===== config.mk =====
export PLATFORM = sky130hd
export DESIGN_NAME = sp_result_writer_flat
export DESIGN_NICKNAME = d
export VERILOG_FILES = /design/src/rtl/sp_result_writer_pkg.sv /design/src/rtl/sp_result_writer_if.sv /design/src/rtl/sp_result_writer_bias.sv /design/src/rtl/sp_result_writer.sv /design/src/flat_wrapper.sv
export SDC_FILE = /design/constraint.sdc
export NUM_CORES = 1
export LEC_CHECK = 0
export CELL_PAD_IN_SITES_DETAIL_PLACEMENT = 0
export CELL_PAD_IN_SITES_GLOBAL_PLACEMENT = 1
export CORE_ASPECT_RATIO = 0.8
export CORE_UTILIZATION = 39
export CTS_BUF_LIST = sky130_fd_sc_hd__clkbuf_8
export DETAILED_ROUTE_END_ITERATION = 12
export DONT_BUFFER_PORTS = 1
export GPL_TIMING_DRIVEN = 0
export PLACE_DENSITY_LB_ADDON = 0.1
export SYNTH_ARGS = -nofsm -noshare
export SYNTH_HDL_FRONTEND = slang
export SYNTH_SLANG_ARGS = --single-unit
export TNS_END_PERCENT = 20

===== constraint.sdc =====
create_clock -name clk_i -period 11.87 [get_ports clk_i]
set_input_delay 2.374 -clock clk_i [delete_from_list [all_inputs] [get_ports clk_i]]
set_output_delay 2.374 -clock clk_i [all_outputs]
set_load 0.02 [all_outputs]

===== src/rtl/sp_result_writer_pkg.sv =====
// Shared parameters, FSM encoding and element-address helper for the scratchpad result writer.
// Purely declarative; no timing or flow control here.
package sp_result_writer_pkg;

  localparam int SP_NTARGETS = 4;
  localparam int DATA_WIDTH  = 32;
  localparam int BUS_WIDTH   = 64;
  localparam int MAX_DIM     = BUS_WIDTH / DATA_WIDTH;
  localparam int AW          = 2 * $clog2(MAX_DIM);
  localparam int DW          = $clog2(MAX_DIM) + 1;
  localparam int TW          = $clog2(SP_NTARGETS);
  localparam int NELEM       = MAX_DIM * MAX_DIM;

  typedef enum logic [1:0] {
    ST_IDLE,
    ST_RD,
    ST_WR,
    ST_DONE
  } state_e;

  function automatic logic [AW-1:0] elem_addr(input logic [AW/2-1:0] row,
                                               input logic [AW/2-1:0] col);
    return {row, col};
  endfunction

endpackage


===== src/rtl/sp_result_writer_if.sv =====
// Scratchpad port bundle: one element write or read per cycle, no backpressure.
// Read data is combinational from the scratchpad while we is low.
interface sp_result_writer_if;
  import sp_result_writer_pkg::*;

  logic                 we;
  logic [AW-1:0]        addr;
  logic [BUS_WIDTH-1:0] wr_data;
  logic [TW-1:0]        wr_target;
  logic [TW-1:0]        rd_target;
  logic [BUS_WIDTH-1:0] rd_data;

  modport master (output we, addr, wr_data, wr_target, rd_target, input rd_data);
  modport slave  (input we, addr, wr_data, wr_target, rd_target, output rd_data);

endinterface


===== src/rtl/sp_result_writer_bias.sv =====
// Combinational bias adder: out-of-range elements are forced to zero and never carry.
// Zero latency, no flow control.
module sp_bias_adder
  import sp_result_writer_pkg::*;
(
  input  logic [BUS_WIDTH-1:0] operand_i,
  input  logic [BUS_WIDTH-1:0] bias_i,
  input  logic                 in_range_i,
  output logic [BUS_WIDTH-1:0] sum_o,
  output logic                 carry_o
);

  logic [BUS_WIDTH:0] full_sum;

  assign full_sum = {1'b0, operand_i} + {1'b0, bias_i};
  assign sum_o    = in_range_i ? full_sum[BUS_WIDTH-1:0] : '0;
  assign carry_o  = in_range_i & full_sum[BUS_WIDTH];

endmodule


===== src/rtl/sp_result_writer.sv =====
// Serialises a captured result matrix into one scratchpad target, optionally adding a bias matrix.
// Plain: NELEM+1 cycles start-to-done, bias: 2*NELEM+1; start ignored while busy or done.
module sp_result_writer
  import sp_result_writer_pkg::*;
(
  input  logic                       clk_i,
  input  logic                       rst_ni,
  input  logic                       start_i,
  input  logic                       mode_i,
  input  logic [TW-1:0]              target_i,
  input  logic [TW-1:0]              bias_target_i,
  input  logic [DW-1:0]              dim_n_i,
  input  logic [DW-1:0]              dim_m_i,
  input  logic [NELEM*BUS_WIDTH-1:0] result_i,
  sp_result_writer_if.master         sp,
  output logic                       busy_o,
  output logic                       done_o,
  output logic                       ovf_o
);

  state_e                     state_q, state_d;
  logic [AW-1:0]              k_q;
  logic [NELEM*BUS_WIDTH-1:0] res_q;
  logic                       mode_q;
  logic [TW-1:0]              tgt_q, btgt_q, rd_tgt_q;
  logic [DW-1:0]              dn_q, dm_q;
  logic [BUS_WIDTH-1:0]       bias_q;
  logic                       ovf_q;

  logic [AW/2-1:0]            row, col;
  logic                       in_range;
  logic [BUS_WIDTH-1:0]       elem, sum;
  logic                       carry;

  function automatic logic [DW-1:0] norm_dim(input logic [DW-1:0] d);
    return (d == '0 || d > DW'(MAX_DIM)) ? DW'(MAX_DIM) : d;
  endfunction

  assign row      = k_q[AW-1:AW/2];
  assign col      = k_q[AW/2-1:0];
  assign in_range = (DW'(row) < dn_q) && (DW'(col) < dm_q);
  assign elem     = res_q[32'(k_q)*BUS_WIDTH +: BUS_WIDTH];

  sp_bias_adder u_bias_adder (
    .operand_i  (elem),
    .bias_i     (mode_q ? bias_q : '0),
    .in_range_i (in_range),
    .sum_o      (sum),
    .carry_o    (carry)
  );

  always_comb begin
    state_d = state_q;
    unique case (state_q)
      ST_IDLE: if (start_i) state_d = mode_i ? ST_RD : ST_WR;
      ST_RD:   state_d = ST_WR;
      ST_WR: begin
        if (k_q == AW'(NELEM-1)) state_d = ST_DONE;
        else if (mode_q)         state_d = ST_RD;
      end
      ST_DONE: state_d = ST_IDLE;
      default: state_d = ST_IDLE;
    endcase
  end

  assign sp.we        = (state_q == ST_WR);
  assign sp.addr      = (state_q == ST_RD || state_q == ST_WR) ? elem_addr(row, col) : '0;
  assign sp.wr_data   = (state_q == ST_WR) ? sum : '0;
  assign sp.wr_target = tgt_q;
  // Read target only follows the bias source while actually reading; otherwise it holds.
  assign sp.rd_target = (state_q == ST_RD) ? btgt_q : rd_tgt_q;
  assign busy_o       = (state_q == ST_RD) || (state_q == ST_WR);
  assign done_o       = (state_q == ST_DONE);
  assign ovf_o        = ovf_q;

  always_ff @(posedge clk_i or negedge rst_ni) begin
    if (!rst_ni) begin
      state_q  <= ST_IDLE;
      k_q      <= '0;
      res_q    <= '0;
      mode_q   <= 1'b0;
      tgt_q    <= '0;
      btgt_q   <= '0;
      rd_tgt_q <= '0;
      dn_q     <= '0;
      dm_q     <= '0;
      bias_q   <= '0;
      ovf_q    <= 1'b0;
    end else begin
      state_q <= state_d;
      if (state_q == ST_IDLE && start_i) begin
        res_q  <= result_i;
        mode_q <= mode_i;
        tgt_q  <= target_i;
        btgt_q <= bias_target_i;
        dn_q   <= norm_dim(dim_n_i);
        dm_q   <= norm_dim(dim_m_i);
        k_q    <= '0;
        ovf_q  <= 1'b0;
      end
      if (state_q == ST_RD) begin
        bias_q   <= sp.rd_data;
        rd_tgt_q <= btgt_q;
      end
      if (state_q == ST_WR) begin
        k_q <= k_q + 1'b1;
        if (carry) ovf_q <= 1'b1;
      end
    end
  end

endmodule


===== src/flat_wrapper.sv =====
// flat-port wrapper written by rule: the top's interface ports become plain ports
module sp_result_writer_flat import sp_result_writer_pkg::*;
  (clk_i, rst_ni, start_i, mode_i, target_i, bias_target_i, dim_n_i, dim_m_i, result_i, busy_o, done_o, ovf_o, sp_we, sp_addr, sp_wr_data, sp_wr_target, sp_rd_target, sp_rd_data);
  sp_result_writer_if sp_i ();
  input  logic clk_i;
  input  logic rst_ni;
  input  logic start_i;
  input  logic mode_i;
  input  logic [TW-1:0] target_i;
  input  logic [TW-1:0] bias_target_i;
  input  logic [DW-1:0] dim_n_i;
  input  logic [DW-1:0] dim_m_i;
  input  logic [NELEM*BUS_WIDTH-1:0] result_i;
  output logic busy_o;
  output logic done_o;
  output logic ovf_o;
  output wire logic [$bits(sp_i.we)-1:0] sp_we;
  output wire logic [$bits(sp_i.addr)-1:0] sp_addr;
  output wire logic [$bits(sp_i.wr_data)-1:0] sp_wr_data;
  output wire logic [$bits(sp_i.wr_target)-1:0] sp_wr_target;
  output wire logic [$bits(sp_i.rd_target)-1:0] sp_rd_target;
  input wire logic [$bits(sp_i.rd_data)-1:0] sp_rd_data;
  assign sp_we = sp_i.we;
  assign sp_addr = sp_i.addr;
  assign sp_wr_data = sp_i.wr_data;
  assign sp_wr_target = sp_i.wr_target;
  assign sp_rd_target = sp_i.rd_target;
  assign sp_i.rd_data = sp_rd_data;
  sp_result_writer u_core (.clk_i(clk_i), .rst_ni(rst_ni), .start_i(start_i), .mode_i(mode_i), .target_i(target_i), .bias_target_i(bias_target_i), .dim_n_i(dim_n_i), .dim_m_i(dim_m_i), .result_i(result_i), .sp(sp_i), .busy_o(busy_o), .done_o(done_o), .ovf_o(ovf_o));
endmodule

==> results.md, run 1 <==
* RSZ-0062 raised after global routing: no
* CTS tree: yes
* Flop pwr share at between 20 and 30%
* Post-synthesis average cell area at just under 9 sq um
* Final setup viols at 0
* Critical path data required time at roughly 9500 ps
* Clock power share at 15.4%
* Clock Skews at about 42 ps
* Post-CTS sizing at 0
* HPWL after DPL at 48.7 mm
* Number of global-route vias before repair at 15500
* Net Switching at approximately 3.2 mW
* Routed len/inst at roughly 22 microns
* Total CTS buffers at between 50 and 60
* GRT Residual Overflow at 0
* Peak supply drop at between 100 and 150 uV
* Clock-pin slew on the worst setup and hold paths at approximately 60 ps
* Area growth syn-to-layout at 10.0%
* Mapped Cells at 2136
* Largest family of logic cells by synthesized area: simple AND/OR/NAND/NOR gates
* Syn Nets at approximately 2500
* Util after Layout at 43.9%
* Largest net degree at the start of global routing at 337
* Buffers on Ports at 0
* Final GP Congestion at around 0.85
* Fin. Hold Viols at 0
* Layout cells sized above 1 at between 10% and 20%
* Die area at between 40000 and 50000 sq um
* #FFs+latches synth at 336
* Sw Ratio at approximately 46%
* Tot Pwr at 6.84 mW
* Placed cells at 2756
* Clock root cell: clkbuf_8
* Critical Path Source Type: register
* Skew-Pair Late Insertion Delay at approximately 650 ps
* Crit path DAT at just under 7000 ps
* Post-Layout Cell Count at ~2900
* Synth unique cells at 66
* Final min period at between 9000 and 10000 ps
* Post-Synth XOR/XNOR Area at around 1.6%
* Max FO, Critical Path at 10
* Synth Area in Adders at around 4.7%
* Initial drt markers at between 900 and 1000
* Rows at 71
* Comb power frac at 55.5%
* Pint at 3.68 mW
* Kind of critical path: reg2out
* HP Class: reg2reg
* Io pins at 406
* Post-synth EDFFs at 0
* Via count at 15500
* Leak pwr at ~10 nW
* Cts hold-fix bufs at 0
* TritonRoute pass-1 iters at 7
* Slew HR at between 15 and 20%
* Final period util at approximately 77%
* Global-route wire length before repair at 96.4 mm
* Simple-gate area share of the yosys netlist at about a quarter
* Max Cap Viol at 0
* Worst-margin pin slew at approximately 1300 ps
* DRT Wirelength at between 60 and 70 mm
* Top cells by area, synth: dfrtp_1, nand2_1, mux4_2
* CTS HTree Levels at 2
* All-Layer GR Usage at roughly 26%
* CTS max path bufs at 3
* Yosys top cell by area: dfrtp_1
* Mapped Area at 19000 sq um
* Fin Setup TNS at 0 ps
* Reg2Reg Setup Slack at 6140 ps
* Post-synthesis sequential area ratio at 44.3%
* Layout fillers at about 4800
* Complex-gate fraction of the synthesized area at approximately a tenth
* Main flop type after synthesis: dfrtp_1
* Yosys top cell area share at roughly 44%
* Core ar. at approximately 48000 sq um
* Nets at 2597
* Die width at 249 microns
* Mux cell area share after synthesis at between 10% and 20%
* Initial antenna violation count at 13
* Post-CTS Setup Bufs at 0
* Slew Viols, Final at 0
* Avg Vias per Cell at around 5.4
* Initial Util at 39.9%
* Maximum clock rate at around 110 MHz
* Num Clock Sinks at between 300 and 400
* PwrDens at around 330 nW/um^2
* YS warnings at 0
* # DRC at 0
* Die height at approximately 200 microns
* Outcome: finished, final reports clean
* Antenna Nets Post-Route at 0
* Worst setup EP type: primary output
* FFs w/ async S/R, synth at 100%
-- flip-flops by register name (all words and copies together), names as in the netlist --
register / flops
u_core.state_q: 2
u_core.sp.wr_target: 2
u_core.dm_q: 2
u_core.ovf_o: 1
u_core.rd_tgt_q: 2
u_core.mode_q: 1
u_core.bias_q: 64
u_core.dn_q: 2
u_core.k_q: 2
u_core.res_q: 256
u_core.btgt_q: 2
-- cells by family (layout without fill, tap and decap cells) --
kind of cell	Yosys count	in the layout
AOI/OAI and AO/OA	278	278
xor gates and xnor gates	34	34
adders and majority gates	71	71
buffers and inverters	143	232
DFF	336	336
muxes	137	137
other	0	5
and+or+nand+nor	1137	1137
-- final cells by class --
type	count	area (sq um)	area share [%]
antenna	5	12.5	0.0599
buffer	114	445	2.13
clock buffer	72	991	4.75
clock inverter	17	120	0.575
inverter	29	109	0.521
multi-input combinational	1657	10000	48.0
sequential	336	8410	40.3
tap	620	776	3.72
-- synthesized netlist by cell type, types with 3 or more instances --
master and count:
o31ai_1 6, o211ai_1 5, nand4_1 21, nand3_1 15
buf_1 14, o21bai_1 16, buf_2 9, and3_1 8
o2111a_1 3, xor2_1 11, and4_1 3, nand2_1 859
o21a_1 23, nand2b_1 7, xnor2_1 23, nor2_1 84
mux2i_1 4, a221oi_1 4, a21oi_1 92, clkbuf_1 88
dfrtp_1 336, a31oi_1 5, nor2b_1 4, a211oi_1 13
ha_1 70, mux4_2 64, o21ai_0 59, mux2_2 67
nor3_1 37, clkbuf_2 3, or3_1 8, and2_1 71
nor3b_1 9, inv_1 29, a21o_1 25
-- cell usage in the layout, fill, tap and decap left out, drive strengths merged, types with 3 or more instances in the layout --
master / count
dfrtp: 336
nor3b: 9
nor3: 39
nor2: 84
o211ai: 7
mux4: 64
a221oi: 4
o21a: 23
buf: 23
or2: 3
nor2b: 4
o21bai: 17
xor2: 11
and4: 3
mux2: 69
nand2: 861
mux2i: 4
nand3: 15
o21ai: 62
a211oi: 13
ha: 70
xnor2: 23
diode: 5
and3: 8
inv: 41
and2: 71
nand4: 22
nand2b: 7
clkinv: 3
a21o: 25
o31ai: 7
or3: 8
a21oi: 93
o2111a: 3
clkbuf: 163
a31oi: 5
-- routing by layer --
| metal | wire [microns] | GRT usage (%) | share of wire [%] | up-vias |
|---|---|---|---|---|
| met4 | 1240 | 6.51 | 1.9 | 14 |
| met1 | 30100 | 37.2 | 47 | 7630 |
| met3 | 4420 | 6.34 | 6.9 | 85 |
| li1 | - | - | - | 7312 |
| met2 | 28100 | 39.4 | 44 | 464 |
| met5 | 91 | 0 | 0.14 | - |
-- path summary, 6_finish.rpt --
kind / start / end / cells after the start
setup / recovery: u_core.k_q[0] / sp_wr_data[56] / 13
hold reg to reg: u_core.res_q[128] / u_core.res_q[128] / 2
hold / removal: u_core.res_q[128] / u_core.res_q[128] / 2
min in group asynchronous: rst_ni / u_core.res_q[25] / 0
setup reg to reg: u_core.k_q[0] / u_core.ovf_o / 13
max in group asynchronous: rst_ni / u_core.res_q[123] / 0
-- worst max-delay path, stage by stage, from the launching register on --
cell      delay (ps)
dfrtp_1          350
clkbuf_1         210
buf_2            500
buf_1            750
mux4_2           640
ha_1             460
nand4_1          250
nor4_1           680
o211ai_1         250
a31oi_1          640
o211ai_2         330
a31oi_1          320
nor3_1            70
nor3_1           700
-- stage by stage --
stage | hold WS (ps) | area, sq um | worst slack, ps
4_1_cts | 473 | 20900 | 2670
2_1_floorplan | 440 | 19000 | 5350
5_1_grt | 488 | 20900 | 2230
3_3_place_gp | 452 | 19800 | 3350
3_5_place_dp | 458 | 19800 | 3390
6_report | 469 | 20900 | 2700
-- power groups by stage --
stage                     logic, mW  clock network (mW)  registers, mW
after global routing           4.21                1.13           2.06
after floorplan                2.82                   0           1.90
final                          3.79                1.06           1.99
after global placement         3.76                   0           1.98
after detailed placement       3.79                   0           2.00
after CTS                      3.81                1.08           1.99
No activity file was read; power rests on OpenSTA's default activity.
==> run 2, diff against run 1 <==
- ABC_AREA: default -> 1
- clock period: 11.87 -> 9.3 ns (I/O delays scaled with it)
==> run 2 against run 1 <==
Against the previous run:
- the run now ends with max-slew violations left
- largest power group unchanged
- non-clock buffer count rose by 6
- flip-flop and latch count did not move
- final cell count rose by 40%
- worst setup slack got worse by 700 ps
- clock skew fell by 22 ps
- highest routed layer unchanged
- synthesized cell count rose by 48%
- die area rose by 12%
- total power rose by 47%
- routed wire length rose by 31%
==> results.md, run 2 <==
* Max Cap Viol at 0 (unchanged)
* Post-CTS sizing at 0 (unchanged)
* Critical path data required time at 7440 ps (-2060 ps)
* Largest register by flop count: u_core.res_q
* CP Cell Sequence: buf_2 -> inv_1 -> buf_2 -> clkbuf_1 -> o21ai_0 -> o22ai_1 -> ha_1 -> nand2_1 -> nor2_1 -> nand2_1 -> nor2_1 -> and2_1 -> nand2_2 -> nand3_2 -> nand2_1 -> nor2_1
* # DRC at 0 (unchanged)
* Cts hold-fix bufs at 0 (unchanged)
* Routed len/inst at 21.0 microns (-6.3%)
* Util after Layout at 43.4% (-0.58 points)
* Final GP Congestion at 0.924 (+8.5%)
* Avg Vias per Cell at 5.06 (-7.0%)
* Die area at 55300 sq um (+12%)
* Slew HR at -6.70% (-23 points)
* HP Class: reg2reg
* Die height at 210 microns (+5.6%)
* Hold Slack at 476 ps (+6.96 ps)
* Pre-CTS setup slack at 2770 ps (-612 ps)
* Clock root cell: clkbuf_8
* RSZ-0062 raised after global routing: no
* Post-synth EDFFs at 0 (unchanged)
* CTS max path bufs at 3 (unchanged)
* CTS tree: yes
* Sequential cell area at 8410 sq um (unchanged)
* Commonest non-fill, non-tap cell in the layout: nand2_1
* Core ar. at 53700 sq um (+13%)
* Yosys top cell area share at 39.7% (-4.6 points)
* #FFs+latches synth at 336 (unchanged)
* Worst setup EP type: primary output
* TritonRoute pass-1 iters at 5 (-2)
* Via count at 20100 (+30%)
* Placed cells at 3868 (+40%)
* Mapped Cells at 3166 (+48%)
* Peak supply drop at 166 uV (+31%)
* Main flop type after synthesis: dfrtp_1
* Total CTS buffers at 57 (+1.8%)
* Worst reg2reg startpoint: u_core.k_q[0]
* Tot Pwr at 10.0 mW (+47%)
* Post-CTS Setup Bufs at 0 (unchanged)
* CTS HTree Levels at 2 (unchanged)
* Crit path DAT at 5430 ps (-1360 ps)
* Antenna Nets Post-Route at 0 (unchanged)
* Initial antenna violation count at 15 (+2)
* Top cells by area, synth: dfrtp_1, nand2_1, inv_1
* Global-route wire length before repair at 123 mm (+28%)
* Nets at 3628 (+40%)
* Skew-Pair Late Insertion Delay at 690 ps (+40 ps)
* Post-synthesis sequential area ratio at 39.7% (-4.6 points)
* Worst-margin pin slew at 1600 ps (+347 ps)
* CP max stage delay at 590 ps (-160 ps)
* DRT Wirelength at 83.6 mm (+31%)
* Syn Nets at 3569 (+41%)
* All-Layer GR Usage at 29.9% (+4.0 points)
* Reg2Reg Depth at 22 (+9)
* Cell area after layout at 23300 sq um (+12%)
* Clock-pin slew on the worst setup and hold paths at 70 ps (about the same)
* Outcome: complete, but fails checks
* Kind of critical path: reg2out
* CP startpoint: u_core.k_q[0]
* Yosys top cell by area: dfrtp_1
* Final setup viols at 0 (unchanged)
* Multi-input logic area at 10800 sq um (+7.5%)
* Setup ws final at 2010 ps (-696 ps)
* Slowest CP cell: dfrtp_1
* Leak pwr at 13.3 nW (+33%)
* PwrDens at 431 nW/um^2 (+31%)
* Fin. Hold Viols at 0 (unchanged)
* GRT Residual Overflow at 0 (unchanged)
* Initial Util at 39.4% (-0.50 points)
* Clock Skews at 19.6 ps (-22.5 ps)
* Final min period at 7290 ps
* Crit path to: sp_wr_data[59]
* Final period util at a little under 80%
* Post-Layout Cell Count at 3978 (+40%)
* Slew Viols, Final at 124 (+124)
* Top cells by count, synth: nand2_1, inv_1, dfrtp_1, nor2_1, o21ai_0
* Layout cells sized above 1 at 7.92% (-2.9 points)
* Post-synthesis average cell area at 6.69 sq um (-25%)
* Count leader, synth: nand2_1
* Maximum clock rate at roughly 140 MHz
* FFs w/ async S/R, synth at 100% (unchanged)
* Commonest cells after routing, fill and taps aside: nand2_1, inv_1, dfrtp_1
* Mapped Area at 21200 sq um (+12%)
* Rows at 76 (+7.0%)
* Num Clock Sinks at 336 (unchanged)
* YS warnings at 0 (unchanged)
* Buffers on Ports at 0 (unchanged)
* Max FO, Critical Path at 10 (unchanged)
* Worst reg2reg endpoint: u_core.ovf_o
* Fin Setup TNS at 0 ps (unchanged)
* Synth unique cells at 39 (-41%)
* Placed cell area at 22100 sq um (+12%)
* Reg2Reg Setup Slack at 4800 ps (-1340 ps)
* Top Registers: u_core.res_q: 256 flops, u_core.bias_q: 64 flops
* Initial drt markers at 1879 (+89%)
* HPWL after DPL at 66.7 mm (+37%)
* Io pins at 406 (unchanged)
* Number of global-route vias before repair at 19500 (+26%)
* Die width at 263 microns (+5.6%)
* Area growth syn-to-layout at 9.94% (about the same)
* Failing checks: max-slew violations
* Layout fillers at 5800 (+21%)
* Critical Path Source Type: register
* Largest net degree at the start of global routing at 337 (unchanged)
* Max reg flops at 256 (unchanged)
[run 2: layout make-up]
type                    count  area share (%)
well taps                 702            3.77
multi-input cells        2305            46.2
flip-flops and latches    336            36.1
clock inverters            33           0.962
diodes                      5          0.0537
clock buffers              72            4.25
plain buffers             120            2.09
inverters                 405            6.53
[run 2: cells by family after synthesis]
| logic type | Yosys count | share of synthesized area (%) |
|---|---|---|
| AOI/OAI and AO/OA | 338 | 8.68 |
| adders and majority gates | 71 | 4.23 |
| buffers and inverters | 525 | 9.48 |
| DFF | 336 | 39.7 |
| muxes | 66 | 3.51 |
| and+or+nand+nor | 1830 | 34.4 |
[run 2: power breakdown]
part / leakage, nW / switching, mW / internal (mW)
Clock: 0.701 / 0.675 / 0.759
Sequential: 4.14 / 0.409 / 2.17
Combinational: 8.47 / 4.28 / 1.73
[run 2: layer usage]
metal / vias to the layer above / GRT usage, % / wire, microns / part of all wire, %
met2: 665 / 45.1 / 35500 / 43
met3: 132 / 6.66 / 6300 / 7.5
li1: 9859 / - / - / -
met1: 9459 / 43.1 / 39600 / 47
met5: - / 0 / 123 / 0.15
met4: 20 / 7.75 / 2020 / 2.4
[run 2: worst max-delay path, delay by kind of cell, from the launching register on]
family	cells	cell delay, ps
flops	1	590
compound gates	2	750
buf+inv	4	1200
simple gates	9	1760
fa+ha+maj	1	420
[run 2: worst min-delay path by stage]
stage                 startpoint           endpoint  slack [ps]  cells after the start
3_5_place_dp   u_core.res_q[136]  u_core.res_q[136]         460                      2
5_1_grt         u_core.res_q[79]   u_core.res_q[79]         490                      2
4_1_cts        u_core.res_q[136]  u_core.res_q[136]         480                      2
3_3_place_gp   u_core.res_q[188]  u_core.res_q[188]         460                      2
2_1_floorplan   u_core.btgt_q[0]   u_core.btgt_q[0]         440                      2
6_report       u_core.res_q[185]  u_core.res_q[185]         480                      2
